===== src/rtl/omp_pkg.sv =====
// Shared types and helpers for the OMP atom-selection stage: default widths,
// selector FSM states and a saturating absolute value.
package omp_pkg;

    localparam int unsigned DATA_W_DEF   = 19;
    localparam int unsigned IDX_W_DEF    = 8;
    localparam int unsigned N_ATOMS_DEF  = 256;
    localparam int unsigned MAX_ITER_DEF = 8;
    localparam int unsigned CNT_W_DEF    = 4;
    localparam int unsigned ABS_W        = 64;

    typedef enum logic [1:0] {
        IDLE   = 2'd0,
        SCAN   = 2'd1,
        COMMIT = 2'd2
    } state_t;

    // |x| for a w-bit signed value held sign-extended in ABS_W bits; the
    // most-negative w-bit value clips to the largest positive one.
    function automatic logic [ABS_W-1:0] sat_abs(input logic signed [ABS_W-1:0] x,
                                                 input int unsigned w);
        logic [ABS_W-1:0] lim;
        logic [ABS_W-1:0] r;
        lim = (ABS_W'(1) << (w - 1)) - ABS_W'(1);
        r   = x[ABS_W-1] ? $unsigned(-x) : $unsigned(x);
        if (r > lim) begin
            r = lim;
        end
        return r;
    endfunction

endpackage


===== src/rtl/omp_support_cam.sv =====
// Support list for the atom selector: MAX_ITER index registers with a write
// port, a parallel "already selected" match and a readback mux.
import omp_pkg::*;

module omp_support_cam #(
    parameter int unsigned IDX_W    = IDX_W_DEF,
    parameter int unsigned MAX_ITER = MAX_ITER_DEF,
    parameter int unsigned CNT_W    = CNT_W_DEF
) (
    input  logic             clk,
    input  logic             rst,
    input  logic             clear,
    input  logic             wr_en,
    input  logic [CNT_W-1:0] wr_slot,
    input  logic [IDX_W-1:0] wr_idx,
    input  logic [IDX_W-1:0] key,
    output logic             match,
    input  logic [CNT_W-1:0] rd_slot,
    output logic [IDX_W-1:0] rd_idx
);

    logic [IDX_W-1:0]    entries [MAX_ITER];
    logic [MAX_ITER-1:0] valid;

    always_ff @(posedge clk or posedge rst) begin
        if (rst) begin
            for (int i = 0; i < int'(MAX_ITER); i++) begin
                entries[i] <= '0;
            end
            valid <= '0;
        end else if (clear) begin
            valid <= '0;
        end else if (wr_en) begin
            for (int i = 0; i < int'(MAX_ITER); i++) begin
                if (wr_slot == CNT_W'(i)) begin
                    entries[i] <= wr_idx;
                    valid[i]   <= 1'b1;
                end
            end
        end
    end

    // Valid bits track slots below the count, so readback past the count is 0.
    always_comb begin
        match  = 1'b0;
        rd_idx = '0;
        for (int i = 0; i < int'(MAX_ITER); i++) begin
            if (valid[i] && (entries[i] == key)) begin
                match = 1'b1;
            end
            if (valid[i] && (rd_slot == CNT_W'(i))) begin
                rd_idx = entries[i];
            end
        end
    end

endmodule


===== src/rtl/omp_atom_selector.sv =====
// OMP atom selector: per sweep picks the max-|corr| atom not yet in support
// and commits it. Define OMP_SELECTOR_THRESH_EN to add the thresh early-stop port.
import omp_pkg::*;

module omp_atom_selector #(
    parameter int unsigned DATA_W   = DATA_W_DEF,
    parameter int unsigned IDX_W    = IDX_W_DEF,
    parameter int unsigned N_ATOMS  = N_ATOMS_DEF,
    parameter int unsigned MAX_ITER = MAX_ITER_DEF,
    parameter int unsigned CNT_W    = CNT_W_DEF
) (
    input  logic              clk,
    input  logic              rst,
    input  logic              start,
    input  logic              clear_support,
    input  logic              in_valid,
    output logic              in_ready,
    input  logic [DATA_W-1:0] in_data,
    input  logic [IDX_W-1:0]  in_idx,
    input  logic              in_last,
    output logic              sel_valid,
    output logic [IDX_W-1:0]  sel_idx,
    output logic [DATA_W-1:0] sel_mag,
    output logic              sel_none,
    output logic [CNT_W-1:0]  sel_slot,
    output logic [CNT_W-1:0]  support_cnt,
    output logic              support_full,
    input  logic [CNT_W-1:0]  rd_slot,
    output logic [IDX_W-1:0]  rd_idx,
    output logic              busy
`ifdef OMP_SELECTOR_THRESH_EN
    ,
    input  logic [DATA_W-1:0] thresh
`endif
);

    if (CNT_W < $clog2(MAX_ITER + 1)) begin : g_cnt_w_check
        $error("CNT_W too narrow for MAX_ITER");
    end

    state_t            state, state_nxt;
    logic              accept, match, eligible, cand, commit_ok, wr_en;
    logic [DATA_W-1:0] mag;
    logic              fin_valid;
    logic [IDX_W-1:0]  fin_idx;
    logic [DATA_W-1:0] fin_mag;

    logic              best_valid, best_valid_d;
    logic [IDX_W-1:0]  best_idx, best_idx_d;
    logic [DATA_W-1:0] best_mag, best_mag_d;
    logic              sel_valid_d, sel_none_d, full_d;
    logic [IDX_W-1:0]  sel_idx_d;
    logic [DATA_W-1:0] sel_mag_d;
    logic [CNT_W-1:0]  sel_slot_d, cnt_d;

    assign in_ready = (state == SCAN);
    assign busy     = (state != IDLE);
    assign accept   = in_valid && in_ready;
    assign mag      = DATA_W'(sat_abs(ABS_W'($signed(in_data)), DATA_W));
    assign eligible = !match && (32'(in_idx) < N_ATOMS);
    assign cand     = accept && eligible && (!best_valid || (mag > best_mag));

    // Running max including the current beat, so the last beat competes too.
    assign fin_valid = best_valid || cand;
    assign fin_idx   = cand ? in_idx : best_idx;
    assign fin_mag   = cand ? mag : best_mag;
`ifdef OMP_SELECTOR_THRESH_EN
    assign commit_ok = fin_valid && (fin_mag > thresh);
`else
    assign commit_ok = fin_valid;
`endif

    always_ff @(posedge clk or posedge rst) begin
        if (rst) begin
            state <= IDLE;
        end else begin
            state <= state_nxt;
        end
    end

    always_comb begin
        state_nxt = state;
        unique case (state)
            IDLE:    if (start && !support_full) state_nxt = SCAN;
            SCAN:    if (accept && in_last) state_nxt = COMMIT;
            COMMIT:  state_nxt = IDLE;
            default: state_nxt = IDLE;
        endcase
        if (clear_support) begin
            state_nxt = IDLE;
        end
    end

    // Next values for the running max, result registers and support count.
    always_comb begin
        best_valid_d = best_valid;
        best_idx_d   = best_idx;
        best_mag_d   = best_mag;
        sel_valid_d  = 1'b0;
        sel_idx_d    = sel_idx;
        sel_mag_d    = sel_mag;
        sel_none_d   = sel_none;
        sel_slot_d   = sel_slot;
        cnt_d        = support_cnt;
        full_d       = support_full;
        wr_en        = 1'b0;
        if (clear_support) begin
            best_valid_d = 1'b0;
            cnt_d        = '0;
            full_d       = 1'b0;
        end else begin
            unique case (state)
                IDLE: begin
                    if (start && !support_full) best_valid_d = 1'b0;
                end
                SCAN: begin
                    if (accept) begin
                        best_valid_d = fin_valid;
                        best_idx_d   = fin_idx;
                        best_mag_d   = fin_mag;
                        if (in_last) begin
                            sel_valid_d = 1'b1;
                            sel_none_d  = !commit_ok;
                            sel_idx_d   = fin_valid ? fin_idx : '0;
                            sel_mag_d   = fin_valid ? fin_mag : '0;
                            sel_slot_d  = support_cnt;
                        end
                    end
                end
                COMMIT: begin
                    if (!sel_none) begin
                        wr_en  = 1'b1;
                        cnt_d  = support_cnt + CNT_W'(1);
                        full_d = (cnt_d == CNT_W'(MAX_ITER));
                    end
                end
                default: ;
            endcase
        end
    end

    always_ff @(posedge clk or posedge rst) begin
        if (rst) begin
            best_valid   <= 1'b0;
            best_idx     <= '0;
            best_mag     <= '0;
            sel_valid    <= 1'b0;
            sel_idx      <= '0;
            sel_mag      <= '0;
            sel_none     <= 1'b0;
            sel_slot     <= '0;
            support_cnt  <= '0;
            support_full <= 1'b0;
        end else begin
            best_valid   <= best_valid_d;
            best_idx     <= best_idx_d;
            best_mag     <= best_mag_d;
            sel_valid    <= sel_valid_d;
            sel_idx      <= sel_idx_d;
            sel_mag      <= sel_mag_d;
            sel_none     <= sel_none_d;
            sel_slot     <= sel_slot_d;
            support_cnt  <= cnt_d;
            support_full <= full_d;
        end
    end

    omp_support_cam #(
        .IDX_W    (IDX_W),
        .MAX_ITER (MAX_ITER),
        .CNT_W    (CNT_W)
    ) u_cam (
        .clk     (clk),
        .rst     (rst),
        .clear   (clear_support),
        .wr_en   (wr_en),
        .wr_slot (support_cnt),
        .wr_idx  (sel_idx),
        .key     (in_idx),
        .match   (match),
        .rd_slot (rd_slot),
        .rd_idx  (rd_idx)
    );

endmodule


===== config.mk =====
export PLATFORM = sky130hd
export DESIGN_NAME = omp_atom_selector
export DESIGN_NICKNAME = d
export VERILOG_FILES = /design/src/rtl/omp_pkg.sv /design/src/rtl/omp_support_cam.sv /design/src/rtl/omp_atom_selector.sv
export SDC_FILE = /design/constraint.sdc
export NUM_CORES = 1
export LEC_CHECK = 0
export CAP_MARGIN = 20
export CELL_PAD_IN_SITES_DETAIL_PLACEMENT = 1
export CELL_PAD_IN_SITES_GLOBAL_PLACEMENT = 1
export CORE_MARGIN = 2
export CORE_UTILIZATION = 40
export CTS_CLUSTER_DIAMETER = 60
export CTS_CLUSTER_SIZE = 25
export DETAILED_ROUTE_END_ITERATION = 12
export PLACE_DENSITY_LB_ADDON = 0.1
export SETUP_SLACK_MARGIN = 0.2
export SLEW_MARGIN = 20
export SYNTH_ARGS = -nofsm -noshare
export SYNTH_HDL_FRONTEND = slang
export SYNTH_SLANG_ARGS = --single-unit

===== constraint.sdc =====
create_clock -name clk -period 6.15 [get_ports clk]
set_input_delay 1.23 -clock clk [delete_from_list [all_inputs] [get_ports clk]]
set_output_delay 1.23 -clock clk [all_outputs]
set_load 0.03 [all_outputs]

Word-level counts from Yosys, hierarchy flattened
Index checks and enable logic that the tools add are counted.

Register bits after elaboration: 140. Input port bits: 37. Output and inout port bits: 48. Logic and storage cells: 177.

Add/sub/neg operators: 2. Order comparisons: 2. Equal/unequal tests: 29. Muxes and demuxes: 53. Bitwise logic cells: 1. Reduce and logical (&&, ||, !) cells: 63.

Operator list (count): 8-bit 2-to-1 mux (12); 8-bit == test (8); 64-bit by 18-bit greater-than comparator with 1-bit output, second input constant (1); 64-bit 2-to-1 mux (1); 19-bit negation with 64-bit output (1); 19-bit 2-to-1 mux (3); 4-bit by 3-bit == test with 1-bit output, second input constant (8); 3-bit AND reduction (10); 1-bit 2-to-1 mux (29); 2-bit nonzero test (11); 1-bit logical AND (21); 2-bit AND reduction (10); 19-bit greater-than comparator (1); 4-bit by 2-bit == test with 1-bit output, second input constant (4); 4-bit 2-to-1 mux (3); 4-bit by 1-bit == test with 1-bit output, second input constant (2); 4-bit logical NOT (2); 2-bit 2-to-1 mux (3); 3-bit by 2-bit != test with 1-bit output, second input constant (2); 4-bit by 1-bit adder with 4-bit output, second input constant (1); 4-bit == test, second input constant (1); 1-bit logical NOT (4); 2-bit one-hot mux with 2 select lines (1); 4-bit AND reduction (1); 9 further kinds (10).

Longest topological paths before layout
Word-level depth: 17. Depth in mapped cells: 18.

By module
From an unflattened synthesis, not the netlist that was laid out.

Cell total of the unflattened synthesis: 788. Area, all modules: 8120.3 um^2.

By module, submodules not included: omp_support_cam (times used 1, cells each 358, area each 4170.2 um^2, sequential area each 1801.7 um^2); omp_atom_selector (times used 1, cells each 430, area each 3950.0 um^2, sequential area each 1701.6 um^2).

Least setup slack after synthesis
Ideal clock, no wire load.

Path type: input to register. From: input in_data[9]. To: register best_idx[0]. Arrival: 4456 ps. Slack: 1569 ps. Cell stages on the path: 16. Buffers on the path: 3. Cells stage by stage: or3_4 or4_4 nor4_1 nand2_1 buf_2 nand2_1 ha_1 nand4_1 or4_1 mux2i_1 a21oi_1 nor2b_2 nor3b_1 buf_4 buf_6 mux2_2.

Cells in the longest elaborated chain, start to end: 8.

RTL lines: from (decl) (RTL line omp_atom_selector.sv:18) `input logic [DATA_W-1:0] in_data,`; 19-bit negation with 64-bit output (RTL line omp_pkg.sv:25) `r = x[ABS_W-1] ? $unsigned(-x) : $unsigned(x);`; 64-bit 2-to-1 mux * (RTL line omp_pkg.sv:25); 64-bit by 18-bit greater-than comparator with 1-bit output (RTL line omp_pkg.sv:26) `if (r > lim) begin`; 19-bit 2-to-1 mux * (RTL line omp_pkg.sv:26); 19-bit greater-than comparator * (RTL line omp_atom_selector.sv:61) `assign cand = accept && eligible && (!best_valid || (mag > best_mag));`; 1-bit logical OR * (RTL line omp_atom_selector.sv:61); 1-bit logical AND * (RTL line omp_atom_selector.sv:61); 8-bit 2-to-1 mux * (RTL line omp_atom_selector.sv:65) `assign fin_idx = cand ? in_idx : best_idx;`; to (signal assigned) (RTL line omp_atom_selector.sv:156) `best_idx <= best_idx_d;`; to (decl) (RTL line omp_atom_selector.sv:49) `logic [IDX_W-1:0] best_idx, best_idx_d;`.

Mark *: on every way between the ends. The rest lies on a longest branch, timed or not. A chain may end at the register's enable or synchronous reset.

Worst setup path in the final report
From: input rd_slot[2]. To: output rd_idx[5].

Cells in the longest elaborated chain, start to end: 10. Elaborated cells between the ends (all ways): 24. Those cells by class: 7 x eq/ne; 8 x mux; 9 x reduce/logical.

RTL lines: from (decl) (RTL line omp_atom_selector.sv:28) `input logic [CNT_W-1:0] rd_slot,`; 4-bit logical NOT (RTL line omp_support_cam.sv:51) `if (valid[i] && (rd_slot == CNT_W'(i))) begin`; 1-bit logical AND (RTL line omp_support_cam.sv:51); 8-bit 2-to-1 mux (7 in a row) (RTL line omp_support_cam.sv:51); 8-bit 2-to-1 mux * (RTL line omp_support_cam.sv:51); to (decl) (RTL line omp_atom_selector.sv:29) `output logic [IDX_W-1:0] rd_idx,`.

Marks and branches as above.

==> metrics.txt <==
Root Driver=clkbuf_16; PnR worst setup slack=0.911 ns; global-route usage over all layers=0.224; clk sinks=140; Clock Skew=roughly 0.0090 ns; Worst setup EP type=output port; initial core utilization=0.408; leakage=approximately 4.2 nW; Setup Fix Bufs, Post-CTS=0; leading cell type in the layout, fill and taps excluded=dfrtp_1; CTS Buf Count=17; CTS H-tree depth=4; post-synth net total=752; fin crit share=0.852; worst hold margin=0.491 ns; grt ovf=0; final WL=21,700 um; Crit path max-delay family=simple AND/OR/NAND/NOR gates; final worst path period need=approximately 5.2 ns; ANT nets after route=0; post-cts sizing count=0; Clock Tree Buf Depth=2; CP max stage delay=0.72 ns; first-pass GRT wire length=35,000 um; largest net degree at the start of global routing=101; Synth cell types=56; WP data arrival=4.01 ns; clk slew on worst S/H paths=0.06 ns; worst slew pin tran=~0.96 ns; maxcap violations=0; vias per cell=5.63; fmax=191 MHz; pwr dens=about 270 mW/mm2; Vias=5,710; Setup TNS=0 ns; crit path max fanout=16; r2r setup slk=3.33 ns; worst r2r path cells=8; Port Buf Inserts=84; Primary FF master, synth=dfrtp_1; WP data required=4.92 ns; reg-to-reg endpoint=best_idx[4]; Worst path depth=7; num ports=85; DP HPWL=15,500 um; vias in the first global route=6,305; synthesized instance count=690; Pre-antenna DRT Iters=6; Hold Path Origin=sel_slot[1]; worst r2r src=u_cam.entries[1]; HP Class=reg -> reg; relative slew slack=0.358; unrepaired setup endpoints after global routing=no; Ys Warns=0; Min-Delay Path Depth=2; status=complete, no violations; sequential element share of the synthesized area=0.457; die area=0.0203 mm2; layout cells sized above 1=0.179; placer congestion estimate=a little over 0.8; post-layout util=0.494; final setup fails=0; Die Width=142 um; placed inst area=0.00867 mm2; Finished Cell Area=approximately 0.009 mm2; most frequent cells in the layout=140 x dfrtp_1, 90 x mux2_2, 84 x clkdlybuf4s50_1, 54 x xnor2_1, 39 x nand2_1; Tot Pwr=2.48 mW; Avg Cell Area, Syn=between 10 and 15 um2; synthesized area=0.00766 mm2; critical path launch point type=input port; drt drc=0; Hold EP=sel_slot[1]; Core Rows=50; peak supply drop=0.191 mV; flops & latches, synth=140; Setup WS pre-CTS=0.485 ns; Layout area overhead=21.1%; die height=142 um; Worst-Skew Late Latency=0.42 ns; worst path bufs/invs=2; Antenna Cells=0; Slew Viols, Final=0; Placed Cells=984; core box area=0.0188 mm2; Finished Layout Cells=1,015; Layout Nets=between 800 and 900; CP max-delay cell=clkdlybuf4s50_1; WL/cell=21.3 um; Hold Vio Cnt, Final=0; crit path cell chain=clkdlybuf4s50_1, nor2b_1, nand3_1, nand3_1, o21ai_0, a21oi_1, clkdlybuf4s50_1; initial antenna violation count=1; CTS tree=yes; drt first-iter violations=342; WS Path Type=in -> out; number of synthesized flops with an enable pin=0; CTS Hold Bufs=0; asr flop ratio synth=1.00
-- synthesized netlist by cell type (3+ instances only) --
library cell  count  area [um2]
o22ai_1           8        50.1
xor2_1           25         219
a221o_1          26         260
nand3_1          23         115
a21oi_1          23         115
mux2_2           90        1010
o31ai_1           5        37.5
nand2_1          39         146
nor2b_1           3        18.8
nor4_1           10        62.6
o21ai_0          29         145
nor3_1            3        15.0
ha_1             25         313
o41ai_1           4        35.0
and3_1            3        18.8
nor2_1           17        63.8
a222oi_1          8        80.1
inv_1            38         143
and2_1           26         163
nand4_1          15        93.8
dfrtp_1         140        3500
a31oi_1           3        18.8
buf_4            12        90.1
xnor2_1          54         473
buf_2             4        20.0
a22oi_1           8        60.1
clkbuf_1         12        45.0
-- cell families (layout without fill, tap and decap cells) --
logic type	Yosys count	count (layout)	share of synthesized area
compound gates	123	123	0.114
other cells	1	1	0.000490
simple gates	159	159	0.116
buf+inv	69	160	0.0423
xor+xnor	80	80	0.0925
fa+ha+maj	25	25	0.0408
mux	93	93	0.137
flops	140	140	0.457
-- worst reg2reg max path, delay by kind of cell (launching register included) --
family,cells,cell delay [ns]
AND/OR/NAND/NOR,4,0.86
AO/OA/AOI/OAI,1,0.48
flip-flops,1,0.40
multiplexers,1,0.40
buffers and inverters,1,0.38
XOR/XNOR,1,0.19
-- state kept, by name (all words and copies together), names as in the netlist --
name and flops:
best_idx 8, support_full 1, best_mag 19, u_cam.valid 8
sel_idx 8, sel_slot 4, best_valid 1, support_cnt 4
u_cam.entries 64, sel_valid 1, state 2, sel_none 1
sel_mag 19
-- area by class of cell --
class	instances	area, um2
Fill cell	1999	9490
Tap cell	234	293
Clock buffer	21	460
Inverter	38	148
Timing Repair Buffer	91	893
Clock inverter	10	140
Multi-Input combinational cell	481	3840
Sequential cell	140	3500
-- per-layer routing --
layer	up-vias	part of all wire	track usage	routed length [um]
met4	2	0.018	0.0651	392
met3	28	0.027	0.0441	589
met5	-	0.00060	0	13
li1	2650	-	-	-
met2	88	0.51	0.401	11100
met1	2942	0.44	0.275	9560
-- how the worst max path moves through the flow --
stage,startpoint,end,slack [ns]
detailed placement,in_data[9],sel_mag[11],0.48
global route,in_data[9],sel_mag[3],0.57
CTS,rd_slot[2],rd_idx[0],0.92
floorplan,rst,best_idx[0],1.17
finish,rd_slot[2],rd_idx[5],0.91
global placement,in_data[9],sel_mag[11],0.63
-- power by group --
group | switching (mW) | total (mW) | internal, mW
logic | 0.211 | 0.386 | 0.175
registers | 0.0578 | 1.04 | 0.982
clock network | 0.400 | 1.06 | 0.657
Note: power is estimated with default switching activity, not from simulation.
